File: src/rtl/multi_issue_ctrl_if.sv
// Bundle between the in-order issue stage, the issue queue, register file,
// bypass network and the FU pipeline register. Lane 0 is the oldest entry.
interface multi_issue_ctrl_if #(
    parameter int unsigned ISSUE_WIDTH = 2,
    parameter int unsigned PIPE_DEPTH  = 3,
    parameter int unsigned PAYLOAD_W   = 96
);
    localparam int unsigned SIZE_W = $clog2(ISSUE_WIDTH + 1);
    localparam int unsigned LINE_W = (ISSUE_WIDTH > 1) ? $clog2(ISSUE_WIDTH) : 1;
    localparam int unsigned SEL_W  = PIPE_DEPTH + LINE_W;
    localparam int unsigned OPS    = ISSUE_WIDTH * 2;

    logic [SIZE_W-1:0]                 iq_size;
    logic [ISSUE_WIDTH*PAYLOAD_W-1:0]  iq_payload;
    logic [OPS-1:0]                    iq_src_need;
    logic [OPS*5-1:0]                  iq_src_addr;
    logic [OPS*32-1:0]                 iq_src_imm;
    logic [ISSUE_WIDTH-1:0]            iq_dst_need;
    logic [ISSUE_WIDTH*5-1:0]          iq_dst_addr;
    logic [ISSUE_WIDTH*PIPE_DEPTH-1:0] iq_accept_mask;
    logic [ISSUE_WIDTH-1:0]            iq_is_branch;
    logic [SIZE_W-1:0]                 iq_pop_number;
    logic [OPS*5-1:0]                  regfile_read_addr;
    logic [OPS*32-1:0]                 regfile_read_data;
    logic [OPS*SEL_W-1:0]              bypass_sel;
    logic [OPS*32-1:0]                 bypass_result;
    logic                              ex_stall;
    logic                              flush;
    logic [ISSUE_WIDTH-1:0]            fu_valid;
    logic [ISSUE_WIDTH*PAYLOAD_W-1:0]  fu_payload;
    logic [ISSUE_WIDTH*32-1:0]         fu_num1;
    logic [ISSUE_WIDTH*32-1:0]         fu_num2;

    // Issue stage side
    modport slave (
        input  iq_size, iq_payload, iq_src_need, iq_src_addr, iq_src_imm,
               iq_dst_need, iq_dst_addr, iq_accept_mask, iq_is_branch,
               regfile_read_data, bypass_result, ex_stall, flush,
        output iq_pop_number, regfile_read_addr, bypass_sel,
               fu_valid, fu_payload, fu_num1, fu_num2
    );

    // Queue / datapath / FU side
    modport master (
        output iq_size, iq_payload, iq_src_need, iq_src_addr, iq_src_imm,
               iq_dst_need, iq_dst_addr, iq_accept_mask, iq_is_branch,
               regfile_read_data, bypass_result, ex_stall, flush,
        input  iq_pop_number, regfile_read_addr, bypass_sel,
               fu_valid, fu_payload, fu_num1, fu_num2
    );
endinterface

File: src/rtl/multi_issue_ctrl.sv
// In-order N-wide issue stage: register scoreboard, operand source select and FU register.
// Define ISSUE_BRANCH_DELAY_EN to keep a branch and its delay slot in the same issue group.
module multi_issue_ctrl #(
    parameter int unsigned ISSUE_WIDTH = 2,
    parameter int unsigned PIPE_DEPTH  = 3,
    parameter int unsigned PAYLOAD_W   = 96
) (
    input  logic                 clk,
    input  logic                 rst,
    multi_issue_ctrl_if.slave    bus
);
    localparam int unsigned SIZE_W  = $clog2(ISSUE_WIDTH + 1);
    localparam int unsigned LINE_W  = (ISSUE_WIDTH > 1) ? $clog2(ISSUE_WIDTH) : 1;
    localparam int unsigned SEL_W   = PIPE_DEPTH + LINE_W;
    localparam int unsigned OPS     = ISSUE_WIDTH * 2;
    localparam int unsigned NUM_REG = 32;
    localparam logic [PIPE_DEPTH-1:0] POS_TOP = PIPE_DEPTH'(1) << (PIPE_DEPTH - 1);

    // Scoreboard: producer lane, one-hot pipeline position, stages able to bypass
    logic [LINE_W-1:0]     sb_line [NUM_REG];
    logic [PIPE_DEPTH-1:0] sb_pos  [NUM_REG];
    logic [PIPE_DEPTH-1:0] sb_mask [NUM_REG];

    logic [OPS-1:0]         op_rdy;
    logic [31:0]            op_num [OPS];
    logic [ISSUE_WIDTH-1:0] lane_ok;
    logic                   prefix_open;
    logic [SIZE_W-1:0]      issue_cnt;

    assign bus.regfile_read_addr = bus.iq_src_addr;
    assign bus.iq_pop_number     = issue_cnt;

    // Operand source resolution: immediate, register file, bypass, or not ready
    always_comb begin : operand_resolve
        bus.bypass_sel = '0;
        for (int o = 0; o < OPS; o++) begin
            op_rdy[o] = 1'b0;
            op_num[o] = 32'd0;
            if (!bus.iq_src_need[o]) begin
                op_rdy[o] = 1'b1;
                op_num[o] = bus.iq_src_imm[o*32 +: 32];
            end else if (bus.iq_src_addr[o*5 +: 5] == 5'd0 ||
                         sb_pos[bus.iq_src_addr[o*5 +: 5]] == '0) begin
                op_rdy[o] = 1'b1;
                op_num[o] = bus.regfile_read_data[o*32 +: 32];
            end else if ((sb_pos[bus.iq_src_addr[o*5 +: 5]] &
                          sb_mask[bus.iq_src_addr[o*5 +: 5]]) != '0) begin
                op_rdy[o] = 1'b1;
                op_num[o] = bus.bypass_result[o*32 +: 32];
                bus.bypass_sel[o*SEL_W +: SEL_W] = {sb_pos[bus.iq_src_addr[o*5 +: 5]],
                                                    sb_line[bus.iq_src_addr[o*5 +: 5]]};
            end
            // No same-cycle forwarding from an older lane of the same group
            for (int j = 0; j < o / 2; j++) begin
                if (bus.iq_src_need[o] && bus.iq_dst_need[j] &&
                    bus.iq_src_addr[o*5 +: 5] != 5'd0 &&
                    bus.iq_dst_addr[j*5 +: 5] == bus.iq_src_addr[o*5 +: 5]) begin
                    op_rdy[o] = 1'b0;
                end
            end
        end
    end

`ifdef ISSUE_BRANCH_DELAY_EN
    logic branch_drop;
`else
    logic branch_unused;
    assign branch_unused = ^bus.iq_is_branch;
`endif

    // Longest ready prefix of the queue head
    always_comb begin : issue_select
        issue_cnt   = '0;
        prefix_open = 1'b1;
        lane_ok     = '0;
        for (int i = 0; i < ISSUE_WIDTH; i++) begin
            lane_ok[i] = op_rdy[2*i] && op_rdy[2*i+1];
            if (prefix_open && (i < int'(bus.iq_size)) && lane_ok[i]) begin
                issue_cnt = SIZE_W'(i + 1);
            end else begin
                prefix_open = 1'b0;
            end
        end
`ifdef ISSUE_BRANCH_DELAY_EN
        // A branch closing the group has no delay slot alongside it
        branch_drop = 1'b0;
        for (int i = 0; i < ISSUE_WIDTH; i++) begin
            if (int'(issue_cnt) == i + 1 && bus.iq_is_branch[i]) begin
                branch_drop = 1'b1;
            end
        end
        if (branch_drop) begin
            issue_cnt = issue_cnt - SIZE_W'(1);
        end
`endif
        if (rst || bus.ex_stall || bus.flush) begin
            issue_cnt = '0;
        end
    end

    // FU pipeline register
    always_ff @(posedge clk) begin : fu_reg
        if (rst) begin
            bus.fu_valid   <= '0;
            bus.fu_payload <= '0;
            bus.fu_num1    <= '0;
            bus.fu_num2    <= '0;
        end else if (bus.flush) begin
            bus.fu_valid <= '0;
        end else if (!bus.ex_stall) begin
            bus.fu_payload <= bus.iq_payload;
            for (int i = 0; i < ISSUE_WIDTH; i++) begin
                bus.fu_valid[i]         <= (i < int'(issue_cnt));
                bus.fu_num1[i*32 +: 32] <= op_num[2*i];
                bus.fu_num2[i*32 +: 32] <= op_num[2*i+1];
            end
        end
    end

    // Scoreboard advance; a new issue write overrides the shift, higher lane last
    always_ff @(posedge clk) begin : scoreboard
        if (rst) begin
            for (int r = 0; r < NUM_REG; r++) begin
                sb_line[r] <= '0;
                sb_pos[r]  <= '0;
                sb_mask[r] <= '0;
            end
        end else if (bus.flush) begin
            for (int r = 0; r < NUM_REG; r++) begin
                if (sb_pos[r][PIPE_DEPTH-1]) begin
                    sb_line[r] <= '0;
                    sb_pos[r]  <= '0;
                    sb_mask[r] <= '0;
                end else begin
                    sb_pos[r] <= sb_pos[r] >> 1;
                end
            end
        end else if (!bus.ex_stall) begin
            for (int r = 0; r < NUM_REG; r++) begin
                sb_pos[r] <= sb_pos[r] >> 1;
            end
            for (int i = 0; i < ISSUE_WIDTH; i++) begin
                if ((i < int'(issue_cnt)) && bus.iq_dst_need[i] &&
                    bus.iq_dst_addr[i*5 +: 5] != 5'd0) begin
                    sb_line[bus.iq_dst_addr[i*5 +: 5]] <= LINE_W'(i);
                    sb_pos[bus.iq_dst_addr[i*5 +: 5]]  <= POS_TOP;
                    sb_mask[bus.iq_dst_addr[i*5 +: 5]] <= bus.iq_accept_mask[i*PIPE_DEPTH +: PIPE_DEPTH];
                end
            end
        end
    end
endmodule

File: src/flat_wrapper.sv
// flat-port wrapper written by rule: the top's interface ports become plain ports
module multi_issue_ctrl_flat 
#(
    parameter int unsigned ISSUE_WIDTH = 2,
    parameter int unsigned PIPE_DEPTH  = 3,
    parameter int unsigned PAYLOAD_W   = 96
)
  (clk, rst, bus_iq_size, bus_iq_payload, bus_iq_src_need, bus_iq_src_addr, bus_iq_src_imm, bus_iq_dst_need, bus_iq_dst_addr, bus_iq_accept_mask, bus_iq_is_branch, bus_regfile_read_data, bus_bypass_result, bus_ex_stall, bus_flush, bus_iq_pop_number, bus_regfile_read_addr, bus_bypass_sel, bus_fu_valid, bus_fu_payload, bus_fu_num1, bus_fu_num2);
  multi_issue_ctrl_if #(.ISSUE_WIDTH(ISSUE_WIDTH), .PIPE_DEPTH(PIPE_DEPTH), .PAYLOAD_W(PAYLOAD_W)) bus_i ();
  input  logic clk;
  input  logic rst;
  input wire logic [$bits(bus_i.iq_size)-1:0] bus_iq_size;
  input wire logic [$bits(bus_i.iq_payload)-1:0] bus_iq_payload;
  input wire logic [$bits(bus_i.iq_src_need)-1:0] bus_iq_src_need;
  input wire logic [$bits(bus_i.iq_src_addr)-1:0] bus_iq_src_addr;
  input wire logic [$bits(bus_i.iq_src_imm)-1:0] bus_iq_src_imm;
  input wire logic [$bits(bus_i.iq_dst_need)-1:0] bus_iq_dst_need;
  input wire logic [$bits(bus_i.iq_dst_addr)-1:0] bus_iq_dst_addr;
  input wire logic [$bits(bus_i.iq_accept_mask)-1:0] bus_iq_accept_mask;
  input wire logic [$bits(bus_i.iq_is_branch)-1:0] bus_iq_is_branch;
  input wire logic [$bits(bus_i.regfile_read_data)-1:0] bus_regfile_read_data;
  input wire logic [$bits(bus_i.bypass_result)-1:0] bus_bypass_result;
  input wire logic [$bits(bus_i.ex_stall)-1:0] bus_ex_stall;
  input wire logic [$bits(bus_i.flush)-1:0] bus_flush;
  output wire logic [$bits(bus_i.iq_pop_number)-1:0] bus_iq_pop_number;
  output wire logic [$bits(bus_i.regfile_read_addr)-1:0] bus_regfile_read_addr;
  output wire logic [$bits(bus_i.bypass_sel)-1:0] bus_bypass_sel;
  output wire logic [$bits(bus_i.fu_valid)-1:0] bus_fu_valid;
  output wire logic [$bits(bus_i.fu_payload)-1:0] bus_fu_payload;
  output wire logic [$bits(bus_i.fu_num1)-1:0] bus_fu_num1;
  output wire logic [$bits(bus_i.fu_num2)-1:0] bus_fu_num2;
  assign bus_i.iq_size = bus_iq_size;
  assign bus_i.iq_payload = bus_iq_payload;
  assign bus_i.iq_src_need = bus_iq_src_need;
  assign bus_i.iq_src_addr = bus_iq_src_addr;
  assign bus_i.iq_src_imm = bus_iq_src_imm;
  assign bus_i.iq_dst_need = bus_iq_dst_need;
  assign bus_i.iq_dst_addr = bus_iq_dst_addr;
  assign bus_i.iq_accept_mask = bus_iq_accept_mask;
  assign bus_i.iq_is_branch = bus_iq_is_branch;
  assign bus_i.regfile_read_data = bus_regfile_read_data;
  assign bus_i.bypass_result = bus_bypass_result;
  assign bus_i.ex_stall = bus_ex_stall;
  assign bus_i.flush = bus_flush;
  assign bus_iq_pop_number = bus_i.iq_pop_number;
  assign bus_regfile_read_addr = bus_i.regfile_read_addr;
  assign bus_bypass_sel = bus_i.bypass_sel;
  assign bus_fu_valid = bus_i.fu_valid;
  assign bus_fu_payload = bus_i.fu_payload;
  assign bus_fu_num1 = bus_i.fu_num1;
  assign bus_fu_num2 = bus_i.fu_num2;
  multi_issue_ctrl #(.ISSUE_WIDTH(ISSUE_WIDTH), .PIPE_DEPTH(PIPE_DEPTH), .PAYLOAD_W(PAYLOAD_W)) u_core (.clk(clk), .rst(rst), .bus(bus_i));
endmodule
File: config.mk
export PLATFORM = sky130hd
export DESIGN_NAME = multi_issue_ctrl_flat
export DESIGN_NICKNAME = d
export VERILOG_FILES = /design/src/rtl/multi_issue_ctrl_if.sv /design/src/rtl/multi_issue_ctrl.sv /design/src/flat_wrapper.sv
export SDC_FILE = /design/constraint.sdc
export NUM_CORES = 1
export LEC_CHECK = 0
export ABC_CLOCK_PERIOD_IN_PS = 4600
export CAP_MARGIN = 20
export CORE_AREA = 2 2 386 388
export DETAILED_ROUTE_END_ITERATION = 7
export DIE_AREA = 0 0 388 390
export DONT_BUFFER_PORTS = 1
export PLACE_DENSITY_LB_ADDON = 0.08
export RECOVER_POWER = 25
export REMOVE_ABC_BUFFERS = 1
export SYNTH_ARGS = -nofsm -noshare
export SYNTH_HDL_FRONTEND = slang
export SYNTH_SLANG_ARGS = --single-unit
File: constraint.sdc
create_clock -name clk -period 4.6 [get_ports clk]
set_input_delay 0.46 -clock clk [delete_from_list [all_inputs] [get_ports clk]]
set_output_delay 0.46 -clock clk [all_outputs]
set_load 0.02 [all_outputs]
Yosys cells after proc, flatten, opt, wreduce, memory -nomap -nowiden
Memories as Yosys holds them, arrays and structs flattened.
Cells that the tools add are included.

cells by class
  magnitude comparators = 4
  equality and inequality tests = 2
  multiplexer cells = 486
  bitwise logic cells = 166
  reduce and logical (&&, ||, !) cells = 43

operators by type and width
  operator                                            number
  2-to-1 mux 3 bit                                    130
  2-to-1 mux 32 bit                                   12
  2-to-1 mux 1 bit                                    326
  bitwise OR 1 bit                                    160
  2-to-1 mux 4 bit                                    12
  zero test 5 bit                                     4
  2-to-1 mux 5 bit                                    4
  nonzero test 5 bit                                  4
  logical AND 1 bit                                   15
  bitwise AND 3 bit                                   4
  zero test 3 bit                                     4
  nonzero test 3 bit                                  4
  == test 5 bit                                       2
  < comparator 1 x 2 -> 1 bit (first input constant)  4
  logical OR 1 bit                                    6
  OR reduction 3 bit                                  2
  2-to-1 mux 2 bit                                    2
  NOT 1 bit                                           2
  AND reduction 2 bit                                 1
  OR reduction 1 bit                                  2
  OR reduction 2 bit                                  1

word-level totals
  bits in registers = 322
  RAM bits = 224
  output and inout port bits = 360
  word-level logic and storage cells = 708
  memories = 3

memories
  memory          depth  bits a word  read ports  clocked after memory_dff  wr ports  RTL line                source
  u_core.sb_mask  32     3            4           0                         32        multi_issue_ctrl.sv:22  logic [PIPE_DEPTH-1:0] sb_mask [NUM_REG];
  u_core.sb_pos   32     3            36          0                         34        multi_issue_ctrl.sv:21  logic [PIPE_DEPTH-1:0] sb_pos [NUM_REG];
  u_core.sb_line  32     1            4           0                         32        multi_issue_ctrl.sv:20  logic [LINE_W-1:0] sb_line [NUM_REG];

Longest topological paths before layout
An unclocked memory read counts as a cell.

  word-level depth = 23
  depth in mapped cells = 15
  mapped depth without buffers = 9

Least setup slack after synthesis
Ideal clock, no wire load.

  kind = input-to-reg
  from = input port bus_iq_src_addr[16]
  to = memory u_core.sb_mask[22][0], data pin
  setup time = 0.260 ns
  data arrival time = 3.507 ns
  data required time = 4.340 ns
  slack = 0.834 ns
  stages on the path = 13
  path through = clkbuf_1 > buf_4 > mux4_2 > mux2i_1 > o22ai_1 > a211oi_2 > nand3_1 > and3b_1 > buf_2 > nor4b_4 > and4_1 > buf_2 > mux2_2

RTL lines
  item         RTL line                source
  from (decl)  flat_wrapper.sv:15      input wire logic [$bits(bus_i.iq_src_addr)-1:0] bus_iq_src_addr;
  to (decl)    multi_issue_ctrl.sv:22

==> run summary <==
Run status: complete, but fails checks
Violated checks: DRC, capacitance limit, slew limit
Antenna violations before repair: 105
Setup crit start kind: flip-flop
Final routed wirelength across all metal layers: 201,000 um
Flip-flop and latch count after synthesis: 546
ANT nets after route: 0
Remaining design rule violation count: 20
Worst clock skew: 0.0238 ns
Number of cell rows: 141
Max VDD drop: 0.000246 V
First-pass iteration count of the detailed router: 6
Final #Nets: 3,763
Cell types occupying the most area after synthesis: dfxtp_1, mux4_2, edfxtp_1
Initial detailed-routing violation count: 3,134
# H-tree levels: 3
Total of max-cap violations: 3
Count of buffers inserted at the top-level ports: 0
Clk buf depth: 3
Path type of the worst min-delay path: in -> reg
Die span in y: 390 um
I/O pin total: 986
Non-filler instance count after layout: 5,174
Yosys top cell by area: dfxtp_1
GRT overflow: 0
Via count of the first global-routing pass: 27,400
Post-synthesis instance total: 2,889
Via count normalized by instance count: 5.50
Fraction of final layout cells with drive strength greater than 1: 19.2%
Global-route wire length before repair: 263,000 um
Number of max-slew violations in the final report: 129
Core area: 147,000 um2
Synth Flop Type: dfxtp_1
Cell at the root of the clock tree: clkbuf_16
CP required: 4.14 ns
Headroom to the max-slew limit: -47.9%
Slew @ Worst Pin: 2.22 ns
Fraction of synthesized cell area taken by the top area cell type: 29.2%
Global-route usage over all layers: 25.4%
Final hold viol count: 0
DR WL/cell: 38.8 um
Fmax: 0.224 GHz
CP Capture Type: primary output
Via count of the routed design: 28,500
Area growth from synthesis to final layout: 26.8%
Mean post-synth cell area: 10.7 um2
Number of warnings issued by yosys: 0
RSZ-0062 raised after global routing: false
Number of buffers created by CTS: 76
Post-detail-place hpwl: 156,000 um
Areal power density over the cells: 337 nW/um2
Data arrival time at the worst-slack endpoint: 4.00 ns
CTS clk-pin slew, worst paths: 0.06 ns
Leakage power of the design: 14.7 nW
Count of endpoints failing setup in the final report: 0
Period utilization: 97.1%
Design Power: 13.2 mW
CTS tree: built
Post-route minimum period: 4.46 ns
Total Neg Setup Slack: 0 ns
Initial standard-cell utilization of the core: 21.0%
Final weighted congestion in routability-driven placement: 0.978
FFs w/ async S/R, synth: 0%
Die area: 151,000 um2
Clk_lat worst skew: 0.69 ns
Final Hold Slack: 0.0497 ns
Path type of the worst setup path: reg -> out
Placed cells: 4,645
Die Span X: 388 um
Distinct cells, synth: 80
Number of synthesized flops with an enable pin: 96
Pin count of the biggest net entering global routing: 176
Summed instance area of the synthesized netlist: 30,900 um2
CTS Sinks: 546
Number of inserted filler cells in the final layout: 15,300
Sequential element share of the synthesized area: 38.5%
Top fanout value on the critical path: 33
Yosys cell counts, types with 6 or more instances:
cell type / number
nor2_1: 150
mux2_2: 40
nor3_1: 69
a22o_1: 196
and2_1: 13
edfxtp_1: 96
inv_1: 68
nand2b_1: 6
a21o_1: 67
nor2b_1: 18
or3b_1: 23
o21ai_0: 239
mux4_1: 9
a22oi_1: 131
clkbuf_1: 176
xor2_1: 8
buf_4: 43
nand3_1: 54
nand3b_1: 6
a21oi_1: 142
dfxtp_1: 450
buf_2: 51
o22ai_1: 7
o211ai_1: 8
nand2_1: 197
nor4_4: 23
mux4_2: 217
o31ai_1: 10
buf_6: 14
nor4_1: 7
buf_1: 17
a32oi_1: 29
o311a_1: 32
o21bai_1: 22
mux2i_1: 84
nand4_1: 6
a211o_1: 29
mux2_4: 48
per-layer routing:
metal	GRT usage, %	wire, um	vias to the layer above
met3	8.92	19300	318
li1	-	-	11800
met2	40.0	91500	1685
met4	8.11	6390	36
met5	0	237	-
met1	32.3	83300	14700
state kept, by name, indices dropped and copies added, names as in the netlist:
register / cells
u_core.bus.fu_num1: 64
u_core.bus.fu_num2: 64
u_core.bus.fu_payload: 192
u_core.bus.fu_valid: 2
u_core.sb_line: 32
u_core.sb_mask: 96
u_core.sb_pos: 96
worst max-delay path: stages, from the launching register on:
cell and delay (ns):
dfxtp_1 0.53, mux4_2 0.30, mux2i_1 0.13, mux4_2 0.57, a31o_1 0.28, buf_4 0.26, nor2_2 0.16, nand2_1 0.33
nor2_1 0.49, buf_4 0.23
placed cells by master (no fill, tap or decap), types with 7 or more instances in the layout:
cell,n
nand2_1,196
or3b_1,23
clkbuf_8,14
o311a_1,32
a32oi_1,29
buf_4,116
a21oi_1,142
edfxtp_1,96
nor3_1,68
dfxtp_1,450
clkinv_2,10
mux4_2,217
a22oi_1,131
mux4_1,9
o211ai_1,8
o31ai_1,10
nand3_1,54
and2_1,12
a211o_1,29
nor2_1,147
o21ai_0,239
inv_1,68
nor4_4,23
diode_2,45
dlygate4sd3_1,338
nor2b_1,17
clkbuf_16,79
a21o_1,67
xor2_1,8
mux2i_1,84
mux2_2,40
o21bai_1,22
clkbuf_1,21
a22o_1,195
o22ai_1,7
buf_12,19
nor4_1,7
mux2_4,48
power breakdown:
group | internal, mW | switching (mW) | total, mW
combinational | 0.670 | 0.747 | 1.42
sequential | 5.05 | 0.437 | 5.49
clock | 3.74 | 2.55 | 6.30
total | 9.46 | 3.74 | 13.2
layout make-up:
| cell class | instances | area [um2] | area share, % |
|---|---|---|---|
| Sequential cell | 546 | 11900 | 30.4 |
| Inverter | 68 | 255 | 0.652 |
| Tap cell | 1930 | 2410 | 6.17 |
| Timing Repair Buffer | 476 | 4650 | 11.9 |
| Clock inverter | 27 | 363 | 0.927 |
| Antenna cell | 45 | 113 | 0.288 |
| Clock buffer | 113 | 2240 | 5.73 |
| Multi-Input combinational cell | 1969 | 17200 | 44.0 |
timing repair:
item                                    4_1_cts  5_1_grt
gates resized for setup                       0        2
endpoints found under the setup margin        1        2
pin swaps                                     1        1
hold buffers                                343        0
setup buffers                                 0        1
endpoints found under the hold margin       385        0
cloned                                        0        0
through the flow:
| step | cell area (um2) | worst slack [ns] | util, % |
|---|---|---|---|
| after floorplan | 29300 | -18.98 | - |
| after global placement | 33000 | 0.389 | 22.4 |
| after detailed placement | 33000 | 0.392 | 22.4 |
| after CTS | 39100 | 0.0715 | 26.5 |
| after global routing | 39100 | 0.00389 | 26.6 |
| final | 39200 | 0.135 | 26.6 |
path summary, 6_finish.rpt:
| path | startpoint | to | slack (ns) | cells past startpoint |
|---|---|---|---|---|
| setup / recovery | u_core.sb_pos[27][1] | bus_bypass_sel[6] | 0.14 | 9 |
| hold / removal | bus_iq_src_imm[34] | u_core.bus.fu_num2[2] | 0.05 | 3 |
| setup reg to reg | u_core.sb_mask[14][1] | u_core.sb_mask[22][2] | 0.41 | 13 |
| hold reg to reg | u_core.sb_line[31] | u_core.sb_line[31] | 0.51 | 2 |
logic make-up (layout without fill, tap and decap cells):
kind of cell	count (synthesis)	count (layout)	share of synthesized area [%]
AOI/OAI and AO/OA	943	943	21.3
xor gates and xnor gates	10	10	0.284
DFF	546	546	38.5
other	1	48	0.0121
buffers and inverters	376	684	5.89
and+or+nand+nor	609	609	10.6
muxes	404	404	23.3
(Power assumes the default switching activity.)
